## src/rtl/case_convert_stream.sv

```systemverilog
// Streaming ASCII case converter: LANES bytes per beat, pass/upper/lower/title modes,
// one registered output stage and a saturating count of modified bytes.
module case_convert_stream #(
    parameter int LANES = 4,
    parameter int CNT_W = 16
) (
    input  logic                 clk,
    input  logic                 rst,
    input  logic [1:0]           mode,
    input  logic                 s_valid,
    output logic                 s_ready,
    input  logic [8*LANES-1:0]   s_data,
    input  logic [LANES-1:0]     s_keep,
    input  logic                 s_last,
    output logic                 m_valid,
    input  logic                 m_ready,
    output logic [8*LANES-1:0]   m_data,
    output logic [LANES-1:0]     m_keep,
    output logic                 m_last,
    input  logic                 clr,
    output logic [CNT_W-1:0]     conv_count
);
    localparam logic [1:0] MODE_UPPER = 2'b01;
    localparam logic [1:0] MODE_LOWER = 2'b10;
    localparam logic [1:0] MODE_TITLE = 2'b11;
    localparam int NM_W = $clog2(LANES + 1);

    logic                 m_valid_q, m_valid_d;
    logic [8*LANES-1:0]   m_data_q, m_data_d;
    logic [LANES-1:0]     m_keep_q, m_keep_d;
    logic                 m_last_q, m_last_d;
    logic                 word_q, word_d;
    logic [CNT_W-1:0]     cnt_q, cnt_d;

    logic                 accept;
    logic [8*LANES-1:0]   conv;
    logic [NM_W-1:0]      n_mod;
    logic                 ctx;
    logic [7:0]           lane_in, lane_out;
    logic                 is_up, is_lo;
    logic [CNT_W:0]       cnt_sum;

    assign s_ready = !rst && (!m_valid_q || m_ready);
    assign accept  = s_valid && s_ready;

    // ctx walks up the enabled lanes, so each lane sees its nearest enabled predecessor
    always_comb begin
        conv     = s_data;
        n_mod    = '0;
        ctx      = word_q;
        lane_in  = '0;
        lane_out = '0;
        is_up    = 1'b0;
        is_lo    = 1'b0;
        for (int k = 0; k < LANES; k++) begin
            lane_in  = s_data[8*k +: 8];
            is_up    = (lane_in >= 8'h41) && (lane_in <= 8'h5A);
            is_lo    = (lane_in >= 8'h61) && (lane_in <= 8'h7A);
            lane_out = lane_in;
            if (s_keep[k]) begin
                case (mode)
                    MODE_UPPER: if (is_lo) lane_out = lane_in - 8'h20;
                    MODE_LOWER: if (is_up) lane_out = lane_in + 8'h20;
                    MODE_TITLE: begin
                        if (is_lo && !ctx)
                            lane_out = lane_in - 8'h20;
                        else if (is_up && ctx)
                            lane_out = lane_in + 8'h20;
                    end
                    default: lane_out = lane_in;
                endcase
                if (lane_out != lane_in)
                    n_mod = n_mod + 1'b1;
                ctx = is_up || is_lo;
            end
            conv[8*k +: 8] = lane_out;
        end
    end

    assign cnt_sum = {1'b0, cnt_q} + {{(CNT_W + 1 - NM_W){1'b0}}, n_mod};

    always_comb begin
        cnt_d = cnt_q;
        if (clr)
            cnt_d = '0;
        else if (accept)
            cnt_d = cnt_sum[CNT_W] ? {CNT_W{1'b1}} : cnt_sum[CNT_W-1:0];
    end

    assign word_d = accept ? (s_last ? 1'b0 : ctx) : word_q;

    always_comb begin
        m_valid_d = m_valid_q;
        m_data_d  = m_data_q;
        m_keep_d  = m_keep_q;
        m_last_d  = m_last_q;
        if (accept) begin
            m_valid_d = 1'b1;
            m_data_d  = conv;
            m_keep_d  = s_keep;
            m_last_d  = s_last;
        end else if (m_ready) begin
            m_valid_d = 1'b0;
        end
    end

    always_ff @(posedge clk) begin
        if (rst) begin
            m_valid_q <= 1'b0;
            m_data_q  <= '0;
            m_keep_q  <= '0;
            m_last_q  <= 1'b0;
            word_q    <= 1'b0;
            cnt_q     <= '0;
        end else begin
            m_valid_q <= m_valid_d;
            m_data_q  <= m_data_d;
            m_keep_q  <= m_keep_d;
            m_last_q  <= m_last_d;
            word_q    <= word_d;
            cnt_q     <= cnt_d;
        end
    end

    assign m_valid    = m_valid_q;
    assign m_data     = m_data_q;
    assign m_keep     = m_keep_q;
    assign m_last     = m_last_q;
    assign conv_count = cnt_q;
endmodule
```

## config.mk

```make
export PLATFORM = sky130hd
export DESIGN_NAME = case_convert_stream
export DESIGN_NICKNAME = d
export VERILOG_FILES = /design/src/rtl/case_convert_stream.sv
export SDC_FILE = /design/constraint.sdc
export NUM_CORES = 1
export LEC_CHECK = 0
export ABC_AREA = 1
export BUFFER_PORTS_ARGS = -buffer_cell sky130_fd_sc_hd__buf_2
export CORE_ASPECT_RATIO = 1.2
export CORE_MARGIN = 8
export CORE_UTILIZATION = 33
export CTS_BUF_LIST = sky130_fd_sc_hd__clkbuf_4 sky130_fd_sc_hd__clkbuf_8
export CTS_CLUSTER_SIZE = 25
export DETAILED_ROUTE_END_ITERATION = 10
export PLACE_DENSITY = 0.5
export SLEW_MARGIN = 20
export SYNTH_ARGS = -nofsm -noshare
export SYNTH_HDL_FRONTEND = slang
export SYNTH_SLANG_ARGS = --single-unit
```

## constraint.sdc

```tcl
create_clock -name clk -period 13.5 [get_ports clk]
set_clock_uncertainty 0.15 [all_clocks]
set_input_delay 1.35 -clock clk [delete_from_list [all_inputs] [get_ports clk]]
set_output_delay 1.35 -clock clk [all_outputs]
set_load 0.01 [all_outputs]
```

==> results of run 1 <==
==> cell usage in the layout, fill, tap and decap left out, types with 2 or more instances in the layout <==
master	synthesis	final
ha_1	14	14
o21ai_1	3	3
nor3_2	2	2
or2_2	4	4
a31oi_1	11	11
nand4_1	16	16
nand2_1	134	133
nor3_1	14	14
inv_1	80	80
o21bai_1	2	2
o21ai_0	27	27
inv_2	6	6
o211ai_1	15	15
clkbuf_8	0	5
xor2_1	5	5
nand2_4	6	6
a21oi_1	67	67
xnor2_1	5	5
nand3_2	6	6
nor2_1	44	44
nand3_1	33	33
o21ai_2	2	2
dfxtp_1	55	55
buf_2	2	98
nor4_1	2	2
nand2_2	8	9
==> cell type report <==
type                       count  area [µm²]  area share
clock buffer                   6        76.3      0.0166
multi-input combinational    436        2360       0.513
inverter                      87         327      0.0710
clock inverter                 2        38.8     0.00844
tap                          157         196      0.0427
timing repair buffer          99         498       0.108
sequential                    55        1100       0.240
==> state kept, by name (all words and copies together) (netlist names) <==
| name | cells |
|---|---|
| conv_count | 16 |
| m_data | 32 |
| m_keep | 4 |
| m_last | 1 |
| m_valid | 1 |
| word_q | 1 |
==> power groups by stage <==
stage / Combinational, mW / Clock (mW) / Sequential (mW)
finish: 0.0899 / 0.116 / 0.171
detailed placement: 0.0905 / 0 / 0.175
floorplan: 0.0560 / 0 / 0.178
CTS: 0.0909 / 0.122 / 0.171
global route: 0.102 / 0.129 / 0.172
global placement: 0.0902 / 0 / 0.175
==> worst max-delay path by stage <==
stage	slack [ns]	end
global placement	6.79	conv_count[14]
floorplan	7.41	conv_count[14]
CTS	7.01	conv_count[14]
finish	7.02	conv_count[14]
global route	6.48	conv_count[14]
detailed placement	6.69	conv_count[14]
==> logic make-up (layout without fill, tap and decap cells) <==
group,count (synthesis),count (layout)
xor gates and xnor gates,10,10
AOI/OAI and AO/OA,139,139
buffers and inverters,105,194
adders and majority gates,15,15
DFF,55,55
and+or+nand+nor,272,272
==> worst reg2reg max path, delay by kind of cell, from the launching register on <==
family	cells	cell delay [ns]
fa+ha+maj	4	1.22
xor+xnor	1	0.19
simple gates	14	1.96
buf+inv	7	0.42
compound gates	5	0.82
flops	1	0.38
==> metrics by stage <==
stage	power (mW)	area, µm²
2_1_floorplan	0.234	3860
3_3_place_gp	0.265	4480
3_5_place_dp	0.266	4480
4_1_cts	0.385	4600
5_1_grt	0.403	4600
6_report	0.378	4600
==> metal layers <==
metal  track usage  vias to the layer above  wire (µm)
li1              -                     2153          -
met2         0.281                      111       5970
met1         0.173                     1897       5050
met4        0.0534                        0        227
met5             0                        -          0
met3        0.0339                       17        676
==> summary.txt, run 1 <==
Routing
  – ANT nets after route: 0
  – Residual DRC: 0
  – DRT iter0 DRCs: between 200 and 300
  – DR vias/cell: 4.96
  – DR pass1 iterations: 4
  – Vias: about 4,200
  – Final wirelength: 11,900 µm
  – Avg WL per Cell: between 10 and 15 µm

Floorplanning
  – # IOs: 99
  – CORE AREA: 11,500 µm²
  – Die Area: 15,400 µm²
  – Core Rows: 43
  – Horiz. Die Dim: about 110 µm
  – Starting Density: 0.335
  – Die height: around 130 µm

Hold path
  – Hold path depth: 2
  – WHS Endpoint: m_data[0]
  – HP Class: register to register
  – Min-Delay Startpoint: m_data[0]

Synth
  – Synth area leaders: dfxtp_1, nand2_1, a21oi_1
  – Adder-cell share of the synthesized area: 0.0505
  – Most common cell in the netlist: nand2_1
  – Post-synth EDFFs: 0
  – Area share of the largest cell type after synthesis: 0.285
  – Cell taking the most area after synthesis: dfxtp_1
  – XOR/XNOR Fraction of Synth Area: 0.0227
  – Post-synthesis sequential area ratio: 0.285
  – Simple-Gate Fraction of Synth Area: 0.328
  – Avg Cell Area, Syn: approximately 6.5 µm²
  – Synth Area in Compound Gates: 0.210
  – Syn Std Cell Area: 3860 µm²
  – Synth cell types: 44
  – Synthesized flop and latch total: 55
  – Asr flop ratio synth: 0
  – Main synth FF type: dfxtp_1
  – Syn nets: 655
  – Most frequent cells after synthesis: nand2_1, inv_1, a21oi_1
  – Number of synthesis warnings: 0
  – Largest family of logic cells by synthesized area: simple AND/OR/NAND/NOR gates
  – Mux cell area share after synthesis: 0
  – Post-Synthesis Cells: about 600

Clock tree
  – Cts hold-fix bufs: 0
  – CTS tree: yes
  – Root buf cell: clkbuf_8
  – Clk Latency, worst-skew pair: ~0.32 ns
  – H-tree levels: 2
  – Resize count post-CTS: 0
  – Clk buf depth: 2
  – Cts bufs inserted: 5
  – Clock sink count: 55
  – Setup Buffers After CTS: 0
  – Worst-path clk slew: roughly 0.1 ns

Global route
  – Largest net degree at the start of global routing: 60
  – Initial antenna violation count: 0
  – Global route overflow: 0
  – Vias in the first global route: about 4,200
  – Total Routing Usage GR: 0.155
  – First-pass GRT wire length: between 15,000 and 20,000 µm

Worst setup path
  – Critical path arrival: around 6.6 ns
  – Max Fanout on Critical Path: 9
  – Req. time, crit path: around 14 ns
  – WP depth: 35
  – R2r endpoint: conv_count[14]
  – CP Class: primary input to register
  – Buf/Inv on CP: 7
  – Reg2Reg Depth: 31
  – Slowest CP cell: fa_1
  – R2r startpoint: word_q
  – Worst reg2reg setup slack: between 8 and 9 ns
  – Type of origin of the critical path: primary input
  – Delay of the slowest critical-path stage: approximately 0.41 ns
  – CP Capture Type: register
  – CP startpoint: s_data[5]
  – CP dominant cell by count: inv_1
  – CP top delay family: simple AND/OR/NAND/NOR gates

Power and ir drop
  – Leak Pwr: approximately 2.1 nW
  – Part of the power in combinational logic: 0.238
  – Maximum vdd drop: 0.0399 mV
  – Reg power frac: 0.453
  – PwrDens: 82.2 nW/µm²
  – Switching Fraction: 0.318
  – Int Power: approximately 0.26 mW
  – Switch Pwr: 0.120 mW
  – Clock Power Share: 0.308

Finish
  – Area grow syn2layout: 19.0%
  – Final core utilization: 0.399
  – Finished Layout Cells: approximately 840
  – Final nets: 743
  – Antenna diodes: 0
  – Layout cells sized above 1: 0.215
  – Fillers: 1,298

STA
  – Fmax: approximately 150 MHz
  – Worst hold slack: 0.318 ns
  – Slew Limit Fails: 0
  – Fin worst setup slack: about 7.0 ns
  – Relative slew slack: 0.452
  – Setup TNS: 0 ns
  – Final period demand of the worst path: approximately 6.5 ns
  – Period Utilization, post-route: 0.480
  – RSZ-0062 raised after global routing: false
  – Slew @ Worst Pin: 0.821 ns
  – Fin. Hold Viols: 0
  – Setup-failing EPs final: 0

Place
  – DP Worst Slack: 6.69 ns
  – Dpl cells: about 830
  – Final GP Congestion: 0.872
  – Final HPWL DP: ~9000 µm
  – PortBufs: 98

Run status
  – Outcome: finished, final reports clean

Run
  – Max-Cap Viols: 0
Power figures use the tool's default switching activity.
==> run 2, diff against run 1 <==
--- a/config.mk
+++ b/config.mk
@@ -13,7 +13,7 @@
 export CTS_BUF_LIST = sky130_fd_sc_hd__clkbuf_4 sky130_fd_sc_hd__clkbuf_8
 export CTS_CLUSTER_SIZE = 25
 export DETAILED_ROUTE_END_ITERATION = 10
-export PLACE_DENSITY = 0.5
+export PLACE_DENSITY = 0.52
 export SLEW_MARGIN = 20
 export SYNTH_ARGS = -nofsm -noshare
 export SYNTH_HDL_FRONTEND = slang
==> constraint.sdc (replaced) <==
create_clock -name clk -period 5.56 [get_ports clk]
set_clock_uncertainty 0.15 [all_clocks]
set_input_delay 0.556 -clock clk [delete_from_list [all_inputs] [get_ports clk]]
set_output_delay 0.556 -clock clk [all_outputs]
set_load 0.01 [all_outputs]
==> run 2 against run 1 <==
First-iteration DRC count fell by 5.6%. Sequential cell count did not move. Critical path depth rose by 6. Worst hold slack got worse by 0.0020 ns. Worst setup slack got worse by 6.7 ns. Core utilization rose by 3.1 points. Register-to-register slack got worse by 7.6 ns. Routed wire length rose by 2.8%. Combinational power rose to 2.7 times the previous value.
==> summary.txt, run 2 (synthesis results as in run 1) <==
Clock tree
  – Root buf cell: clkbuf_8
  – Worst-path clk slew: 0.11 ns (about the same)
  – CTS tree: yes
  – Clk Latency, worst-skew pair: 0.33 ns (about the same)
  – Clock sink count: 55 (unchanged)
  – Cts bufs inserted: 5 (unchanged)
  – Cts hold-fix bufs: 0 (unchanged)
  – Clk buf depth: 2 (unchanged)
  – H-tree levels: 2 (unchanged)

Finish
  – Commonest non-fill, non-tap cell in the layout: nand2_1
  – Finished Layout Cells: 871 (+3.4%)
  – Max FFs per register: 32 (unchanged)
  – Antenna diodes: 0 (unchanged)
  – Final nets: 772 (+3.9%)
  – Fillers: 1,270 (-2.2%)
  – Layout cells sized above 1: 0.286 (+0.0711)
  – Area grow syn2layout: 28.3%
  – Design Area, Final: 4960 µm² (+7.8%)
  – Most frequent cells in the layout: nand2_1, buf_2, inv_1

Worst setup path
  – Delay of the slowest critical-path stage: 0.33 ns (-0.08 ns)
  – Req. time, crit path: 5.63 ns (-8.00 ns)
  – Buf/Inv on CP: 10 (+3)
  – CP dominant cell by count: nand2_1
  – Max Fanout on Critical Path: 3 (-6)
  – Type of origin of the critical path: primary input
  – CP Class: primary input to register
  – WP depth: 41 (+17%)
  – CP Capture Type: register
  – Slowest CP cell: nor4_4
  – Reg2Reg Depth: 34 (+9.7%)
  – Critical path arrival: 5.32 ns (-1.29 ns)
  – CP top delay family: simple AND/OR/NAND/NOR gates

Floorplanning
  – Starting Density: 0.335 (unchanged)
  – Core Rows: 43 (unchanged)
  – # IOs: 99 (unchanged)
  – CORE AREA: 11,500 µm² (unchanged)
  – Die Area: 15,400 µm² (unchanged)
  – Die height: 135 µm (unchanged)
  – Horiz. Die Dim: 115 µm (unchanged)

Global route
  – Total Routing Usage GR: 0.152 (-0.00251)
  – Vias in the first global route: 4,231 (unchanged)
  – First-pass GRT wire length: 19,400 µm (-2.1%)
  – Initial antenna violation count: 0 (unchanged)
  – Global route overflow: 0 (unchanged)
  – Largest net degree at the start of global routing: 59 (-1.7%)

Run
  – Max-Cap Viols: 0 (unchanged)

Hold path
  – HP Class: register to register
  – Hold path depth: 2 (unchanged)

Place
  – DP Worst Slack: -0.0979 ns (-6.78 ns)
  – PortBufs: 98 (unchanged)
  – Final GP Congestion: 0.876 (+0.47%)
  – Dpl cells: 856 (+2.6%)
  – Final HPWL DP: 9220 µm (+0.37%)
  – Placed cell areas: 4650 µm² (+3.7%)

Routing
  – Avg WL per Cell: 14.1 µm (-0.65%)
  – DR pass1 iterations: 4 (unchanged)
  – DR vias/cell: 4.92 (-0.76%)
  – Vias: 4,289 (+2.7%)
  – ANT nets after route: 0 (unchanged)
  – Residual DRC: 0 (unchanged)
  – DRT iter0 DRCs: 238 (-5.6%)
  – Final wirelength: 12,300 µm (+2.8%)

STA
  – Setup-failing EPs final: 0 (unchanged)
  – Slew @ Worst Pin: 0.612 ns (-0.209 ns)
  – Setup TNS: 0 ns (unchanged)
  – Relative slew slack: 0.592 (+0.139)
  – Final period demand of the worst path: 5.25 ns
  – Fmax: between 150 and 200 MHz
  – RSZ-0062 raised after global routing: true
  – Period Utilization, post-route: 0.944
  – Slew Limit Fails: 0 (unchanged)
  – Fin. Hold Viols: 0 (unchanged)
  – Worst hold slack: 0.316 ns (-0.00195 ns)
  – Fin worst setup slack: 0.310 ns (-6.71 ns)

Power and ir drop
  – Maximum vdd drop: 0.0923 mV (+130%)
  – PwrDens: 182 nW/µm² (+120%)
  – Leak Pwr: 2.28 nW (+8.2%)

Run status
  – Outcome: finished, final reports clean
[run 2: cell count changes in the layout (fill, tap and decap cells not counted), sizes merged]
cell / previous run / this run
buf: 99 / 128
bufinv: 1 / 0
clkbuf: 6 / 5
clkinv: 1 / 2
inv: 87 / 88
[run 2: final cells by class]
cell class                 count  area, µm²  share of cell area
clock buffer                   5       68.8              0.0139
clock inverter                 3       22.5             0.00454
inverter                      87        332              0.0669
multi-input combinational    436       2480               0.501
sequential                    55       1100               0.222
tap                          157        196              0.0396
timing repair buffer         128        753               0.152
[run 2: repair_timing]
item / in CTS / in global routing
gates resized for setup: 0 / 49
endpoints found under the setup margin: 0 / 16
buffers inserted: 0 / 7
[run 2: stage by stage]
stage / total power [mW] / util
6_report: 0.905 / 0.431
3_3_place_gp: 0.649 / 0.404
3_5_place_dp: 0.652 / 0.404
5_1_grt: 0.959 / 0.431
2_1_floorplan: 0.567 / -
4_1_cts: 0.903 / 0.412
[run 2: where the power goes]
group / switching, mW / internal, mW
Clock: 0.154 / 0.0918
Sequential: 0.00759 / 0.408
Combinational: 0.151 / 0.0918
Total: 0.313 / 0.592
[run 2: metal layers]
layer / vias up / global-route usage / share of wire
met5: - / 0 / 0
met4: 0 / 0.0366 / 0.0075
met3: 7 / 0.0357 / 0.051
met2: 90 / 0.290 / 0.53
met1: 1978 / 0.164 / 0.42
li1: 2214 / - / -
[run 2: worst paths after layout]
| path | startpoint | to | slack [ns] |
|---|---|---|---|
| max reg2reg | word_q | conv_count[11] | 0.70 |
| min | m_data[3] | m_data[3] | 0.32 |
| min reg2reg | m_data[3] | m_data[3] | 0.32 |
| max | s_data[5] | conv_count[11] | 0.31 |
[run 2: worst reg2reg max path, delay by kind of cell (launching register included)]
family / cells / cell delay [ns]
simple gates: 14 / 1.78
fa+ha+maj: 4 / 1.06
buf+inv: 9 / 0.60
compound gates: 6 / 0.60
flops: 1 / 0.38
xor+xnor: 1 / 0.16
